**src/rtl/csr_trap_unit.sv**
```systemverilog
// Machine-mode CSR file and trap controller: serves CSR accesses, takes
// exceptions and interrupts, handles mret and drives the fetch redirect.
module csr_trap_unit #(
    parameter logic [31:0] MTVEC_RESET = 32'h0000_0000,
    parameter logic [31:0] HART_ID     = 32'd0
) (
    input  logic        clk,
    input  logic        rst_n,
    input  logic        csr_en,
    input  logic [1:0]  csr_op,
    input  logic [11:0] csr_addr,
    input  logic [31:0] csr_wdata,
    output logic [31:0] csr_rdata,
    output logic        csr_illegal,
    input  logic        exc_valid,
    input  logic [3:0]  exc_code,
    input  logic [31:0] exc_tval,
    input  logic [31:0] trap_pc,
    input  logic        irq_msi,
    input  logic        irq_mti,
    input  logic        irq_mei,
    input  logic        instr_retire,
    input  logic        mret,
    output logic        redirect_valid,
    output logic [31:0] redirect_pc
);
    localparam logic [11:0] A_MSTATUS  = 12'h300, A_MISA     = 12'h301, A_MIE      = 12'h304;
    localparam logic [11:0] A_MTVEC    = 12'h305, A_MSTATUSH = 12'h310, A_MCNTINH  = 12'h320;
    localparam logic [11:0] A_MSCRATCH = 12'h340, A_MEPC     = 12'h341, A_MCAUSE   = 12'h342;
    localparam logic [11:0] A_MTVAL    = 12'h343, A_MIP      = 12'h344;
    localparam logic [11:0] A_MCYCLE   = 12'hB00, A_MINSTRET = 12'hB02;
    localparam logic [11:0] A_MCYCLEH  = 12'hB80, A_MINSTRETH = 12'hB82;
    localparam logic [11:0] A_CYCLE    = 12'hC00, A_TIME     = 12'hC01, A_INSTRET  = 12'hC02;
    localparam logic [11:0] A_CYCLEH   = 12'hC80, A_TIMEH    = 12'hC81, A_INSTRETH = 12'hC82;
    localparam logic [11:0] A_MVENDOR  = 12'hF11, A_MARCHID  = 12'hF12, A_MIMPID   = 12'hF13;
    localparam logic [11:0] A_MHARTID  = 12'hF14, A_MCONFIG  = 12'hF15;
    localparam logic [31:0] MIE_MASK   = 32'h0000_0888;

    logic        mst_mie_q, mst_mie_d, mst_mpie_q, mst_mpie_d;
    logic [31:0] mie_q, mie_d, mtvec_q, mtvec_d, mepc_q, mepc_d;
    logic [31:0] mcause_q, mcause_d, mtval_q, mtval_d, mscratch_q, mscratch_d;
    logic [31:0] minh_q, minh_d;
    logic [63:0] mcycle_q, mcycle_d, minstret_q, minstret_d;

    logic [31:0] rd, wval, mip, pend, vec_pc;
    logic [63:0] cyc_inc, ret_inc;
    logic        mapped, ro, wr_req, wr_ok, irq_take, trap, mret_take;
    logic [3:0]  irq_code, trap_code;

    assign mip  = {20'b0, irq_mei, 3'b0, irq_mti, 3'b0, irq_msi, 3'b0};
    assign pend = mst_mie_q ? (mip & mie_q) : 32'b0;

    always_comb begin
        irq_code = 4'd0;
        if (pend[11])     irq_code = 4'd11;
        else if (pend[3]) irq_code = 4'd3;
        else if (pend[7]) irq_code = 4'd7;
    end

    assign irq_take  = !exc_valid && (|pend);
    assign trap      = exc_valid || irq_take;
    assign trap_code = exc_valid ? exc_code : irq_code;
    assign mret_take = mret && !trap;

    always_comb begin
        rd     = 32'b0;
        mapped = 1'b1;
        case (csr_addr)
            A_MSTATUS:                    rd = {19'b0, 2'b11, 3'b0, mst_mpie_q, 3'b0, mst_mie_q, 3'b0};
            A_MISA:                       rd = 32'h4000_0100;
            A_MIE:                        rd = mie_q;
            A_MTVEC:                      rd = mtvec_q;
            A_MCNTINH:                    rd = minh_q;
            A_MSCRATCH:                   rd = mscratch_q;
            A_MEPC:                       rd = mepc_q;
            A_MCAUSE:                     rd = mcause_q;
            A_MTVAL:                      rd = mtval_q;
            A_MIP:                        rd = mip;
            A_MCYCLE, A_CYCLE, A_TIME:    rd = mcycle_q[31:0];
            A_MCYCLEH, A_CYCLEH, A_TIMEH: rd = mcycle_q[63:32];
            A_MINSTRET, A_INSTRET:        rd = minstret_q[31:0];
            A_MINSTRETH, A_INSTRETH:      rd = minstret_q[63:32];
            A_MHARTID:                    rd = HART_ID;
            A_MSTATUSH, A_MVENDOR, A_MARCHID, A_MIMPID, A_MCONFIG: rd = 32'b0;
            default:                      mapped = 1'b0;
        endcase
    end

    // mip lives below the 2'b11 read-only region but has no storage behind it
    assign ro     = (csr_addr[11:10] == 2'b11) || (csr_addr == A_MIP);
    assign wr_req = csr_en && (csr_op != 2'b00);
    assign wr_ok  = wr_req && mapped && !ro && !trap && !mret;

    always_comb begin
        case (csr_op)
            2'b01:   wval = csr_wdata;
            2'b10:   wval = rd | csr_wdata;
            2'b11:   wval = rd & ~csr_wdata;
            default: wval = rd;
        endcase
    end

    assign cyc_inc = mcycle_q + {63'b0, ~minh_q[0]};
    assign ret_inc = minstret_q + {63'b0, instr_retire & ~exc_valid & ~minh_q[2]};

    always_comb begin
        mst_mie_d  = mst_mie_q;
        mst_mpie_d = mst_mpie_q;
        mie_d      = mie_q;
        mtvec_d    = mtvec_q;
        mepc_d     = mepc_q;
        mcause_d   = mcause_q;
        mtval_d    = mtval_q;
        mscratch_d = mscratch_q;
        minh_d     = minh_q;
        mcycle_d   = cyc_inc;
        minstret_d = ret_inc;
        if (trap) begin
            mepc_d     = trap_pc & ~32'h3;
            mcause_d   = {irq_take, 27'b0, trap_code};
            mtval_d    = exc_valid ? exc_tval : 32'b0;
            mst_mpie_d = mst_mie_q;
            mst_mie_d  = 1'b0;
        end else if (mret_take) begin
            mst_mie_d  = mst_mpie_q;
            mst_mpie_d = 1'b1;
        end else if (wr_ok) begin
            // a write to one counter half replaces that half's increment
            case (csr_addr)
                A_MSTATUS:   begin mst_mie_d = wval[3]; mst_mpie_d = wval[7]; end
                A_MIE:       mie_d      = wval & MIE_MASK;
                A_MTVEC:     mtvec_d    = wval & ~32'h2;
                A_MCNTINH:   minh_d     = wval & 32'h5;
                A_MSCRATCH:  mscratch_d = wval;
                A_MEPC:      mepc_d     = wval & ~32'h3;
                A_MCAUSE:    mcause_d   = wval;
                A_MTVAL:     mtval_d    = wval;
                A_MCYCLE:    mcycle_d   = {mcycle_q[63:32], wval};
                A_MCYCLEH:   mcycle_d   = {wval, cyc_inc[31:0]};
                A_MINSTRET:  minstret_d = {minstret_q[63:32], wval};
                A_MINSTRETH: minstret_d = {wval, ret_inc[31:0]};
                default: ;
            endcase
        end
    end

    always_ff @(posedge clk or negedge rst_n) begin
        if (!rst_n) begin
            mst_mie_q  <= 1'b0;
            mst_mpie_q <= 1'b0;
            mie_q      <= 32'b0;
            mtvec_q    <= MTVEC_RESET;
            mepc_q     <= 32'b0;
            mcause_q   <= 32'b0;
            mtval_q    <= 32'b0;
            mscratch_q <= 32'b0;
            minh_q     <= 32'b0;
            mcycle_q   <= 64'b0;
            minstret_q <= 64'b0;
        end else begin
            mst_mie_q  <= mst_mie_d;
            mst_mpie_q <= mst_mpie_d;
            mie_q      <= mie_d;
            mtvec_q    <= mtvec_d;
            mepc_q     <= mepc_d;
            mcause_q   <= mcause_d;
            mtval_q    <= mtval_d;
            mscratch_q <= mscratch_d;
            minh_q     <= minh_d;
            mcycle_q   <= mcycle_d;
            minstret_q <= minstret_d;
        end
    end

    assign vec_pc = {mtvec_q[31:2], 2'b00} +
                    ((irq_take && mtvec_q[0]) ? {26'b0, trap_code, 2'b00} : 32'b0);

    assign csr_rdata      = rst_n ? rd : 32'b0;
    assign csr_illegal    = rst_n && csr_en && (!mapped || (wr_req && ro));
    assign redirect_valid = rst_n && (trap || mret_take);
    assign redirect_pc    = !rst_n ? 32'b0 : trap ? vec_pc : mret_take ? mepc_q : 32'b0;
endmodule

```
**config.mk**
```make
export PLATFORM = sky130hd
export DESIGN_NAME = csr_trap_unit
export DESIGN_NICKNAME = d
export VERILOG_FILES = /design/src/rtl/csr_trap_unit.sv
export SDC_FILE = /design/constraint.sdc
export NUM_CORES = 1
export LEC_CHECK = 0
export CAP_MARGIN = 0
export CELL_PAD_IN_SITES_DETAIL_PLACEMENT = 0
export CELL_PAD_IN_SITES_GLOBAL_PLACEMENT = 2
export CORE_MARGIN = 2
export CORE_UTILIZATION = 38
export DETAILED_ROUTE_END_ITERATION = 16
export GPL_ROUTABILITY_DRIVEN = 0
export PLACE_DENSITY = 0.82
export SYNTH_ARGS = -nofsm -noshare
export SYNTH_HDL_FRONTEND = slang
export SYNTH_SLANG_ARGS = --single-unit
```
**constraint.sdc**
```tcl
create_clock -name clk -period 9.7 [get_ports clk]
set_clock_uncertainty 0.2 [all_clocks]
set_input_delay 1.94 -clock clk [delete_from_list [all_inputs] [get_ports clk]]
set_output_delay 1.94 -clock clk [all_outputs]
set_load 0.02 [all_outputs]
```
==> reports/metrics.yaml, run 1 <==
firstDrtPassIters: 8
worst_pin_slew_ps: 1360
grt_pass1_wl_um: 122000
ioPinCount: 189
rsz0062_at_grt: "no"
hold_depth: 2
synth_edf_count: 0
yosysMostFrequentCell: "dfrtp_1"
hold_path.class: "flip-flop to flip-flop"
die_y_um: 225
post-dp-hpwl_um: 59200
ys_seq_area_share_pct: 39.5
drv_slew: 0
met3_usage_pct: 4.77
p_per_area_mw_per_mm2: 138
synth-main-ff-cell: "dfrtp_1"
vdd_ir_drop_max_mv: 0.163
required_ps: 7560
finalNetCount: 2424
synth_commonest_cells: "dfrtp_1 (292), nand2_1 (232), o21ai_0 (215)"
totalWireLength_um: 83000
htree_num_levels: 2
grt_max_degree: 143
cts_tree: "built"
ys_warn_count: 0
die_w_um: 225
tns_ps: 0
cap_violations: 0
clkTransAtPathRegs_ps: 60
final_hold_viol_count: 0
cts_resized: 0
cp-start-kind: "primary input"
pwr-share-clk_pct: 46.1
syn-cell-area_sq_mm: 0.0185
avgRoutedWirePerCell_um: 28.3
viasPerCell: 6.46
worstSkewPairLatency_ps: 580
cp_max_fo: 53
use_met2_pct: 49.2
cts_made_buffers: 37
power_frac_seq_pct: 41.9
synth_cells: 2178
min_period_over_period_pct: 85.5
ys_async_sr_fraction_pct: 100
switching_share_pct: 27.7
synth_top_area_cell: "dfrtp_1"
route.detailed.drc: 0
grt_use_total_pct: 32.7
die-area_sq_mm: 0.0505
ys_ff_latch: 292
intPower_mw: 2.21
placed_cells: 2868
clk_path_buf_depth: 3
rows: 80
antenna_found_initial: 0
arrival_ps: 6160
netlist.area_leader.share_pct: 39.5
ctsHoldBuffers: 0
status: "complete, no violations"
setup_viol: 0
use_met1_pct: 47.7
yosys-top-cells-area: "dfrtp_1 (39%), o21ai_0 (5.8%), a22oi_1 (5.2%)"
clockRootBuffer: "clkbuf_16"
drive_gt1_share_pct: 7.77
fin_crit_ps: 8300
comb_power_share_pct: 12.0
end_kind: "output port"
p_total_mw: 3.05
initial_utilization_pct: 38.6
fin_util_pct: 46.2
grt_pass1_vias: 17895
drt_iter0_markers: 2190
fmax_mhz: 121
clock-sinks: 292
cts_setup_buffers: 0
final_cells: 2934
coreArea_sq_mm: 0.0479
grt-busiest-layer: "met2"
numPortBuffers: 184
vias: 18961
switchingPower_mw: 0.847
grt-ovfl-total: 0
syn_area_per_cell_sq_um: 8.50
ys_types: 80
antenna_left: 0
relSlewSlack_pct: 7.07
p_leak_nw: 8.63
critPathKind: "primary input to output port"
ff2ff_path_depth: 7
syn_to_final_growth_pct: 19.8
-- cells by family (layout without fill, tap and decap cells) --
group | Yosys count | count (layout) | synth area share (%)
and+or+nand+nor | 782 | 782 | 21.2
AOI/OAI and AO/OA | 720 | 720 | 25.1
DFF | 292 | 292 | 39.5
buffers and inverters | 196 | 335 | 4.33
xor gates and xnor gates | 122 | 122 | 5.77
muxes | 56 | 56 | 3.45
adders and majority gates | 9 | 9 | 0.649
other | 1 | 3 | 0.0203
-- through the flow --
| stage | setup WS, ps | hold slack, ps | instance area (sq um) |
|---|---|---|---|
| 2_1_floorplan | 2930 | 250 | 18500 |
| 3_3_place_gp | 1460 | 277 | 21000 |
| 3_5_place_dp | 1450 | 282 | 21000 |
| 4_1_cts | 1430 | 293 | 22200 |
| 5_1_grt | 1050 | 320 | 22200 |
| 6_report | 1400 | 291 | 22200 |
-- power by group through the flow --
stage / clock network, mW / logic (mW) / registers (mW)
after CTS: 1.42 / 0.362 / 1.28
after global placement: 0 / 0.358 / 1.30
after global routing: 1.46 / 0.387 / 1.28
after floorplan: 0 / 0.165 / 1.29
after detailed placement: 0 / 0.360 / 1.30
final: 1.41 / 0.366 / 1.28
-- path summary, 6_finish.rpt --
kind                                     end  slack [ps]         from
max in group asynchronous        mtval_q[18]        6420        rst_n
worst max-delay path            csr_rdata[9]        1400  csr_addr[7]
worst max register to register     mie_q[11]        5770    mie_q[11]
worst min-delay path              mtval_q[1]         290   mtval_q[1]
worst min register to register    mtval_q[1]         290   mtval_q[1]
min in group asynchronous       mcycle_q[22]        1120        rst_n
-- sequential cells by signal (all words and copies together), names as in the netlist, 2 cells and up --
| register | cells |
|---|---|
| mtvec_q | 31 |
| mepc_q | 30 |
| minstret_q | 64 |
| mie_q | 3 |
| mcause_q | 32 |
| minh_q | 2 |
| mscratch_q | 32 |
| mcycle_q | 64 |
| mtval_q | 32 |
-- placed cells by master, fill, tap and decap left out, types with 17 or more instances in the layout --
master / Yosys / layout
o211ai_1: 24 / 24
o21ai_0: 215 / 215
and3_1: 37 / 37
nand4_1: 44 / 44
nor4_1: 23 / 20
and4_1: 18 / 18
xnor2_1: 79 / 79
nor3_1: 44 / 42
inv_1: 26 / 26
clkdlybuf4s50_1: 0 / 178
nand2_1: 232 / 230
a22o_1: 27 / 27
dfrtp_1: 292 / 292
a31oi_1: 17 / 17
nor2_1: 171 / 171
xor2_1: 43 / 43
a22oi_1: 128 / 128
mux2i_1: 39 / 39
o22ai_1: 27 / 27
nand3_1: 104 / 104
a21oi_1: 141 / 140
clkbuf_16: 0 / 37
a211oi_1: 37 / 37
buf_4: 3 / 56
-- routing by layer --
metal	vias up	share of wire (%)
met5	-	0
met3	145	8.3
met4	0	3.6
met1	9507	44
li1	8359	-
met2	950	44
-- critical path, stage by stage --
cell,delay [ps]
clkdlybuf4s50_1,1100
nor4_2,270
buf_12,290
a22oi_1,540
nor2_1,70
a2111oi_0,1160
nor2_1,140
clkdlybuf4s50_1,600
-- area by class of cell --
cell class / instances / area, sq um
Fill cell: 4691 / 25800
Multi-Input combinational cell: 1691 / 10500
Sequential cell: 292 / 7310
Timing Repair Buffer: 243 / 2300
Clock buffer: 53 / 1050
Tap cell: 615 / 769
Clock inverter: 12 / 143
Inverter: 27 / 101
Antenna cell: 1 / 2.50
Power figures use the tool's default switching activity.
==> run 2, diff against run 1 <==
--- a/config.mk
+++ b/config.mk
@@ -11,7 +11,7 @@
 export CORE_MARGIN = 2
 export CORE_UTILIZATION = 38
 export DETAILED_ROUTE_END_ITERATION = 16
-export GPL_ROUTABILITY_DRIVEN = 0
+export GPL_ROUTABILITY_DRIVEN = 1
 export PLACE_DENSITY = 0.82
 export SYNTH_ARGS = -nofsm -noshare
 export SYNTH_HDL_FRONTEND = slang
==> results of run 2 <==
No change in the layout: final DEF, timing and power equal those of run 1.
